`config.mk`:
```
export PLATFORM = sky130hd
export DESIGN_NAME = mdio_phy_responder
export DESIGN_NICKNAME = d
export VERILOG_FILES = /design/src/rtl/mdio_phy_responder.sv
export SDC_FILE = /design/constraint.sdc
export NUM_CORES = 1
export LEC_CHECK = 0
export ABC_AREA = 1
export CORE_UTILIZATION = 40
export DETAILED_ROUTE_END_ITERATION = 10
export PLACE_DENSITY_LB_ADDON = 0.08
export REMOVE_ABC_BUFFERS = 1
export SYNTH_ARGS = -nofsm -noshare
export SYNTH_HDL_FRONTEND = slang
export SYNTH_SLANG_ARGS = --single-unit
```
`constraint.sdc`:
```
create_clock -name clk_clk -period 3.4 [get_ports clk_clk]
set_input_delay 0.85 -clock clk_clk [delete_from_list [all_inputs] [get_ports clk_clk]]
set_output_delay 0.85 -clock clk_clk [all_outputs]
set_load 0.1 [all_outputs]
```
`src/rtl/mdio_phy_responder.sv`:
```
// Clause-22 MDIO management responder (PHY side).
// MDC and MDIO are oversampled on clk_clk through 2-flop synchronisers. Frames addressed to
// PHY_ADDR (and broadcast writes to PHYAD 0 when BCAST_EN) access a small 16-bit register file.
// Ports:
//   clk_clk, reset_reset_n   system clock, async active-low reset
//   mdc, mdio_i              management clock and MDIO pin value from the station manager
//   mdio_o, mdio_oe          MDIO drive value / drive enable (1 = drive)
//   status_in                live value returned for register 1
//   ctrl_out, soft_reset     register 0 contents, one-clk pulse when reg0 bit 15 is written 1
//   scratch_out              registers 7..4, register 4 in bits [15:0]
//   err_count                saturating count of aborted frames
module mdio_phy_responder #(
  parameter logic [4:0]  PHY_ADDR     = 5'd1,
  parameter bit          BCAST_EN     = 1'b1,
  parameter logic [15:0] PHY_ID1      = 16'h0141,
  parameter logic [15:0] PHY_ID2      = 16'h0DD1,
  parameter int unsigned PREAMBLE_LEN = 32,
  parameter int unsigned TIMEOUT_CYC  = 4096
) (
  input  logic        clk_clk,
  input  logic        reset_reset_n,
  input  logic        mdc,
  input  logic        mdio_i,
  output logic        mdio_o,
  output logic        mdio_oe,
  input  logic [15:0] status_in,
  output logic [15:0] ctrl_out,
  output logic        soft_reset,
  output logic [63:0] scratch_out,
  output logic [7:0]  err_count
);

  localparam int unsigned PreW = $clog2(PREAMBLE_LEN + 1);
  localparam int unsigned TmoW = $clog2(TIMEOUT_CYC + 1);
  localparam logic [PreW-1:0] PreMax = PreW'(PREAMBLE_LEN);
  localparam logic [TmoW-1:0] TmoMax = TmoW'(TIMEOUT_CYC - 1);

  typedef enum logic [2:0] {
    StIdle, StSt1, StOp, StPhyad, StRegad, StTa, StWdata, StRdata
  } state_e;

  logic            mdc_s1_q, mdc_s2_q, mdc_prev_q, mdio_s1_q, mdio_s2_q;
  logic            mdc_edge, bit_s;
  state_e          state_q, state_d;
  logic [PreW-1:0] pre_q, pre_d;
  logic [TmoW-1:0] tmo_q, tmo_d;
  logic [4:0]      cnt_q, cnt_d;
  logic [14:0]     sh_q, sh_d;
  logic            is_wr_q, is_wr_d;
  logic [4:0]      phyad_q, phyad_d, regad_q, regad_d;
  logic [15:0]     rdata_q, rdata_d;
  logic            oe_q, oe_d, o_q, o_d;
  logic [15:0]     ctrl_q, ctrl_d;
  logic [63:0]     scratch_q, scratch_d;
  logic            srst_q, srst_d;
  logic [7:0]      err_q, err_d;
  logic            match, abort;
  logic [4:0]      field5;
  logic [15:0]     word16, rd_val;

  assign mdc_edge = mdc_s2_q & ~mdc_prev_q;
  assign bit_s    = mdio_s2_q;
  // Field values including the bit being sampled on this edge.
  assign field5   = {sh_q[3:0], bit_s};
  assign word16   = {sh_q, bit_s};
  assign match    = (phyad_q == PHY_ADDR) || (BCAST_EN && (phyad_q == 5'd0) && is_wr_q);

  always_comb begin
    rd_val = '0;
    case (field5)
      5'd0:                      rd_val = ctrl_q;
      5'd1:                      rd_val = status_in;
      5'd2:                      rd_val = PHY_ID1;
      5'd3:                      rd_val = PHY_ID2;
      5'd4, 5'd5, 5'd6, 5'd7:    rd_val = scratch_q[{field5[1:0], 4'b0000} +: 16];
      default:                   rd_val = '0;
    endcase
  end

  always_comb begin
    state_d   = state_q;
    pre_d     = pre_q;
    tmo_d     = tmo_q;
    cnt_d     = cnt_q;
    sh_d      = sh_q;
    is_wr_d   = is_wr_q;
    phyad_d   = phyad_q;
    regad_d   = regad_q;
    rdata_d   = rdata_q;
    oe_d      = oe_q;
    o_d       = o_q;
    ctrl_d    = ctrl_q;
    scratch_d = scratch_q;
    srst_d    = 1'b0;
    err_d     = err_q;
    abort     = 1'b0;

    if (state_q == StIdle) begin
      tmo_d = '0;
    end else if (mdc_edge) begin
      tmo_d = '0;
    end else if (tmo_q == TmoMax) begin
      abort = 1'b1;
    end else begin
      tmo_d = tmo_q + 1'b1;
    end

    if (mdc_edge) begin
      case (state_q)
        StIdle: begin
          if (bit_s) begin
            if (pre_q != PreMax) pre_d = pre_q + 1'b1;
          end else begin
            if (pre_q == PreMax) state_d = StSt1;
            pre_d = '0;
          end
        end
        StSt1: begin
          if (bit_s) begin
            state_d = StOp;
            cnt_d   = '0;
          end else begin
            abort = 1'b1;
          end
        end
        StOp: begin
          sh_d  = {sh_q[13:0], bit_s};
          cnt_d = cnt_q + 1'b1;
          if (cnt_q == 5'd1) begin
            cnt_d   = '0;
            state_d = StPhyad;
            case ({sh_q[0], bit_s})
              2'b10:   is_wr_d = 1'b0;
              2'b01:   is_wr_d = 1'b1;
              default: abort   = 1'b1;
            endcase
          end
        end
        StPhyad: begin
          sh_d  = {sh_q[13:0], bit_s};
          cnt_d = cnt_q + 1'b1;
          if (cnt_q == 5'd4) begin
            phyad_d = field5;
            cnt_d   = '0;
            state_d = StRegad;
          end
        end
        StRegad: begin
          sh_d  = {sh_q[13:0], bit_s};
          cnt_d = cnt_q + 1'b1;
          if (cnt_q == 5'd4) begin
            regad_d = field5;
            rdata_d = rd_val;
            cnt_d   = '0;
            state_d = StTa;
          end
        end
        StTa: begin
          if (!is_wr_q) begin
            // End of TA bit 1: start driving the TA 0 bit.
            state_d = StRdata;
            cnt_d   = '0;
            if (match) begin
              oe_d = 1'b1;
              o_d  = 1'b0;
            end
          end else if (cnt_q == 5'd0) begin
            if (bit_s) cnt_d = 5'd1;
            else       abort = 1'b1;
          end else begin
            if (!bit_s) begin
              state_d = StWdata;
              cnt_d   = '0;
            end else begin
              abort = 1'b1;
            end
          end
        end
        StWdata: begin
          sh_d  = {sh_q[13:0], bit_s};
          cnt_d = cnt_q + 1'b1;
          if (cnt_q == 5'd15) begin
            if (match) begin
              if (regad_q == 5'd0) begin
                ctrl_d = {1'b0, word16[14:0]};
                srst_d = word16[15];
              end else if (regad_q[4:2] == 3'b001) begin
                scratch_d[{regad_q[1:0], 4'b0000} +: 16] = word16;
              end
            end
            state_d = StIdle;
            cnt_d   = '0;
          end
        end
        StRdata: begin
          if (cnt_q == 5'd16) begin
            oe_d    = 1'b0;
            o_d     = 1'b1;
            state_d = StIdle;
            cnt_d   = '0;
          end else begin
            if (match) o_d = rdata_q[15];
            rdata_d = {rdata_q[14:0], 1'b0};
            cnt_d   = cnt_q + 1'b1;
          end
        end
        default: state_d = StIdle;
      endcase
    end

    if (abort) begin
      state_d = StIdle;
      oe_d    = 1'b0;
      o_d     = 1'b1;
      pre_d   = '0;
      cnt_d   = '0;
      tmo_d   = '0;
      if (err_q != 8'hFF) err_d = err_q + 1'b1;
    end
  end

  always_ff @(posedge clk_clk or negedge reset_reset_n) begin
    if (!reset_reset_n) begin
      mdc_s1_q   <= 1'b0;
      mdc_s2_q   <= 1'b0;
      mdc_prev_q <= 1'b0;
      mdio_s1_q  <= 1'b1;
      mdio_s2_q  <= 1'b1;
      state_q    <= StIdle;
      pre_q      <= '0;
      tmo_q      <= '0;
      cnt_q      <= '0;
      sh_q       <= '0;
      is_wr_q    <= 1'b0;
      phyad_q    <= '0;
      regad_q    <= '0;
      rdata_q    <= '0;
      oe_q       <= 1'b0;
      o_q        <= 1'b1;
      ctrl_q     <= 16'h1140;
      scratch_q  <= '0;
      srst_q     <= 1'b0;
      err_q      <= '0;
    end else begin
      mdc_s1_q   <= mdc;
      mdc_s2_q   <= mdc_s1_q;
      mdc_prev_q <= mdc_s2_q;
      mdio_s1_q  <= mdio_i;
      mdio_s2_q  <= mdio_s1_q;
      state_q    <= state_d;
      pre_q      <= pre_d;
      tmo_q      <= tmo_d;
      cnt_q      <= cnt_d;
      sh_q       <= sh_d;
      is_wr_q    <= is_wr_d;
      phyad_q    <= phyad_d;
      regad_q    <= regad_d;
      rdata_q    <= rdata_d;
      oe_q       <= oe_d;
      o_q        <= o_d;
      ctrl_q     <= ctrl_d;
      scratch_q  <= scratch_d;
      srst_q     <= srst_d;
      err_q      <= err_d;
    end
  end

  assign mdio_o      = o_q;
  assign mdio_oe     = oe_q;
  assign ctrl_out    = ctrl_q;
  assign soft_reset  = srst_q;
  assign scratch_out = scratch_q;
  assign err_count   = err_q;

endmodule

```
Yosys cells after proc, flatten, opt, wreduce, memory -nomap -nowiden
Index checks and enable logic that the tools add are counted.

Bits in registers: 164. Bits of input ports: 20. Output and inout port bits: 91. Logic and storage cells: 176.

Add/subtract/negate cells: 5. Equal/unequal tests: 45. Shifts and indexed selects: 3. Multiplexer cells: 70. Bitwise logic cells: 3. Reductions and logical operators: 30.

Operators with widths (count): one-hot mux 16 bit (5 select lines) (1); bitwise mux 64 bit (1); variable shift 16 x 8 -> 64 bit, first input constant (1); variable part select 16 x 8 -> 64 bit (1); variable part select 64 x 7 -> 16 bit (1); two-way mux 5 bit (11); two-way mux 13 bit (4); two-way mux 3 bit (13); two-way mux 16 bit (2); one-hot mux 16 bit (2 select lines) (1); two-way mux 6 bit (5); one-hot mux 5 bit (6 select lines) (1); inequality test 3 bit, second input constant (9); two-way mux 1 bit (26); == test 5 x 3 -> 1 bit, second input constant (5); one-hot mux 3 bit (8 select lines) (1); logical NOT 5 bit (4); AND reduction 5 bit (4); inequality test 4 bit, second input constant (4); == test 5 x 1 -> 1 bit, second input constant (3); adder 13 x 1 -> 13 bit, second input constant (1); == test 13 x 12 -> 1 bit, second input constant (1); == test 3 bit, second input constant (4); AND reduction 11 bit (1); other kinds (34) (51).

Longest topological paths before layout
Depth after elaboration: 11. Depth in mapped cells: 15. Mapped depth without buffers: 14.

Worst setup path after synthesis
No wires, ideal clock.

Kind: flip-flop to flip-flop. From: register mdio_s2_q, in the netlist bit_s. To: register err_q[3], in the netlist err_count[3]. Library setup time: 160 ps. Arrival time: 2155 ps. Required time: 3240 ps. Path slack: 1086 ps. Stages on the path, launching flop included: 15. Buffers on the path: 3. Period minus slack after synthesis: 2314 ps. Cells stage by stage: dfstp_2 inv_2 clkbuf_1 buf_1 ha_1 inv_1 nand3_1 nor2_1 nor2_1 nand2_1 nand2_4 nand2_4 buf_6 nand3_2 xnor2_1.

Word-level cells in the longest chain between the ends: 7. Elaborated cells between the ends (all ways): 12. Those cells by class: eq/ne (2); mux (8); reduce/logical (2).

Ends and longest elaborated chain: from (decl) (line 42) `logic mdc_s1_q, mdc_s2_q, mdc_prev_q, mdio_s1_q, mdio_s2_q;`; from (signal assigned) (line 249) `mdio_s2_q <= mdio_s1_q;`; == test 2 x 1 -> 1 bit or == test 2 bit (tied branches) (line 132) `case ({sh_q[0], bit_s})`; OR reduction 2 bit (no line); two-way mux 1 bit (line 132); two-way mux 1 bit (line 129) `if (cnt_q == 5'd1) begin`; one-hot mux 1 bit (3 select lines) * (line 109) `case (state_q)`; two-way mux 1 bit * (line 108) `if (mdc_edge) begin`; AND reduction 2 bit (no line) *; to (signal assigned) (line 264) `err_q <= err_d;`; to (decl) (line 56) `logic [7:0] err_q, err_d;`.

Every way passes the cells marked *; elsewhere a longest branch is shown, timed or not. A chain may end at the register's enable or synchronous reset.

Worst setup path after layout
From: register cnt_q[0]. To: register scratch_q[9], in the netlist scratch_out[9].

Word-level cells in the longest chain between the ends: 2.

Ends and longest elaborated chain: from (decl) (line 47) `logic [4:0] cnt_q, cnt_d;`; from (signal assigned) (line 253) `cnt_q <= cnt_d;`; == test 5 x 4 -> 1 bit (line 182) `if (cnt_q == 5'd15) begin`; AND reduction 6 bit (no line); to (signal assigned) (line 262) `scratch_q <= scratch_d;`; to (decl) (line 54) `logic [63:0] scratch_q, scratch_d;`.

Every way passes these cells.

==> flow_summary_export.csv <==
group,metric,value,unit
worst_setup_path,slowest_stage,"nor4_2",
drt,via_count,7423,
worst_setup_path,end_kind,"register",
drt,drc,0,
drt,wl_per_cell,17.36,µm
logic_synthesis,yosys-top-cells-area,"dfrtp_1 45%, nand2_1 13%, o21ai_2 5.5%",
logic_synthesis,synth_xor_area_frac,0.01008,
pwr,finalPower,4.159,mW
logic_synthesis,syn_inst,1076,
logic_synthesis,synth.area.mux_share,0,
worst_setup_path,worstSetupStartpoint,"cnt_q[0]",
floorplan,die_h,149.4,µm
hold_path,hold_class,"in -> async",
sta,tightest_slew,1.063,ns
sta,maxSlewViolCount,0,
worst_setup_path,cp_num_cells,10,
clock_network,cts_resized,0,
logic_synthesis,synth-edff-count,0,
logic_synthesis,async_flop_share,1.000,
logic_synthesis,synth-compound-area-share,0.1572,
grt,use_met1,0.3163,
floorplan,die_x,149.4,µm
clock_network,ctsHoldBuffers,0,
sta,fin_skew,0.01669,ns
flow_run,drv_cap,0,
logic_synthesis,ys_ff_latch,164,
worst_setup_path,cp_slowest_stage_delay,0.49,ns
cells_and_area,instances_no_fill,1460,
clock_network,clkLatencyLatePin,0.44,ns
floorplan,initial_core_util,0.4108,
cells_and_area,syn_to_final_growth,19.54,%
cells_and_area,final_util,0.4911,
logic_synthesis,synth_top_family_by_area,"simple AND/OR/NAND/NOR gates",
cells_and_area,drive_gt1_frac,0.2076,
placed_design,place.gp.congestion,0.8946,
grt,grt.met3_usage,0.04098,
floorplan,row_count,53,
sta,finalHoldViolCount,0,
worst_setup_path,r2r.worst_path.cells,10,
run_status,status,"complete, no violations",
sta,fin_crit_sh,0.6912,
floorplan,die_area,0.02232,mm²
logic_synthesis,yosysWarnings,0,
sta,rsz0062_at_grt,"false",
floorplan,ios,111,
worst_setup_path,critPathBufInv,2,
worst_setup_path,crit_family,"simple AND/OR/NAND/NOR gates",
logic_synthesis,synth_most_common_cell,"nand2_1",
floorplan,core,0.02115,mm²
logic_synthesis,synth_adder_area_share,0.02591,
cells_and_area,diodes,0,
grt,grt_max_degree,59,
grt,track_usage,0.2367,
grt,grt_use_met2,0.3942,
cells_and_area,nets,1210,
clock_network,cts_tree,"done",
pwr,power.static_leakage,4.678,nW
sta,max_freq,425.5,MHz
sta,finalWorstSetupSlack,1.050,ns
grt,grt_pass1_wl,39990,µm
logic_synthesis,synth_common_cells,"309 x nand2_1, 158 x dfrtp_1, 106 x nor2_1",
pwr,vdd_drop_max,0.0003180,V
worst_setup_path,reg2reg_from,"cnt_q[0]",
grt,antenna_found_initial,0,
logic_synthesis,synth_top_area_cell,"dfrtp_1",
logic_synthesis,synth_top_area_share,0.4549,
placed_design,postPlaceCellArea,0.009782,mm²
clock_network,cts_setup_buffers,0,
drt,ant_nets,0,
cells_and_area,final_area,0.01039,mm²
clock_network,clkSlewWorstSetupHoldPaths,0.07,ns
grt,grt_pass1_vias,6957,
worst_setup_path,worst-setup-path-type,"reg -> reg",
worst_setup_path,worstPathCellList,"ha_1 -> nand2_1 -> nor2_1 -> ha_1 -> inv_1 -> nor4_2 -> nand3_2 -> buf_4 -> nand2_1 -> o21ai_2",
logic_synthesis,postSynthAreaPerCell,8.077,µm²
clock_network,cts_buffers,17,
grt,grt-ovfl-total,0,
sta,maxSlewHeadroom,0.2896,
drt,finalWirelength,25340,µm
grt,grt_most_used_layer,"met2",
clock_network,root_buffer,"clkbuf_16",
placed_design,placed_cells,1428,
placed_design,dp_slack,1.042,ns
worst_setup_path,crit_required,3.71,ns
logic_synthesis,ys_seq_area_frac,0.4731,
placed_design,numPortBuffers,109,
placed_design,detailed_place_hpwl,17800,µm
worst_setup_path,crit_path_start_kind,"register",
logic_synthesis,syn_area,0.008691,mm²
logic_synthesis,synth-simple-area-share,0.2662,
worst_setup_path,cp_max_fo,32,
clock_network,clock_path_buffers,2,
pwr,power.density,400.3,mW/mm²
sta,whs,0.3318,ns
worst_setup_path,crit_arrival,2.66,ns
sta,period_minus_slack,2.350,ns
clock_network,htreeDepth,4,
sta,setup-tns-final,0,ns
drt,viasPerCell,5.084,
cells_and_area,num-fill-cells,2100,
logic_synthesis,yosys_most_used_dff,"dfrtp_1",
drt,drt_iter0_markers,473,
sta,setup_violations,0,
drt,dr.pass1.iters,6,
clock_network,cts_sinks,164,
logic_synthesis,ys_types,45,
layout by cell type, fill, tap and decap left out, drive strengths merged, types with 7 or more instances in the layout:
cell           Yosys  final
o22ai             20     20
dfrtp            158    158
nand2            320    320
ha                18     18
nor2             114    114
buf               24    110
clkbuf            27     17
o21ai            164    164
nand3             55     55
a21oi             31     31
nand4             19     19
clkdlybuf4s50      0     18
nor3               7      7
inv               80     89
worst register-to-register path, cell delays in order (launching register included):
cell     delay [ns]
dfrtp_1        0.44
ha_1           0.20
nand2_1        0.07
nor2_1         0.14
ha_1           0.22
inv_1          0.10
nor4_2         0.49
nand3_2        0.10
buf_4          0.29
nand2_1        0.13
o21ai_2        0.06
per-layer routing:
metal | share of wire | vias to the layer above | wire length [µm]
met2 | 0.49 | 170 | 12350
met5 | 0 | - | 0
met3 | 0.042 | 21 | 1062
li1 | - | 3705 | -
met4 | 0.015 | 0 | 386
met1 | 0.46 | 3527 | 11550
power breakdown:
part	leakage (nW)	switching [mW]	internal (mW)	total [mW]
Clock	0.296	0.951	1.06	2.01
Combinational	2.20	0.123	0.0566	0.179
Sequential	2.18	0.00924	1.96	1.97
area by class of cell:
| class | count | area, µm² | area share |
|---|---|---|---|
| timing repair buffer | 128 | 1022 | 0.09840 |
| multi-input combinational | 781 | 4001 | 0.3852 |
| clock inverter | 15 | 181.4 | 0.01746 |
| tap | 275 | 344.1 | 0.03312 |
| inverter | 80 | 302.8 | 0.02915 |
| sequential | 164 | 4111 | 0.3958 |
| clock buffer | 17 | 425.4 | 0.04095 |
state kept, by name, summed over array words and instances (netlist names):
name and count:
scratch_out 64, rdata_q 16, ctrl_out 15, sh_q 15, tmo_q 13, err_count 8, pre_q 6, cnt_q 5
phyad_q 5, regad_q 5, state_q 3, bit_s 1, is_wr_q 1, mdc_prev_q 1, mdc_s1_q 1, mdc_s2_q 1
mdio_o 1, mdio_oe 1, mdio_s1_q 1, soft_reset 1
cells by family after synthesis:
| logic type | after synthesis |
|---|---|
| buffers and inverters | 131 |
| DFF | 164 |
| xor gates and xnor gates | 10 |
| adders and majority gates | 18 |
| and+or+nand+nor | 529 |
| other | 1 |
| AOI/OAI and AO/OA | 223 |
worst paths after layout:
kind	endpoint	slack, ns
min in group clk_clk	mdc_s2_q	0.35
hold reg to reg	mdc_s2_q	0.35
hold / removal	scratch_out[51]	0.33
max in group asynchronous	ctrl_out[12]	2.25
setup / recovery	scratch_out[9]	1.05
setup reg to reg	scratch_out[9]	1.05
Note: power is estimated with default switching activity, not from simulation.
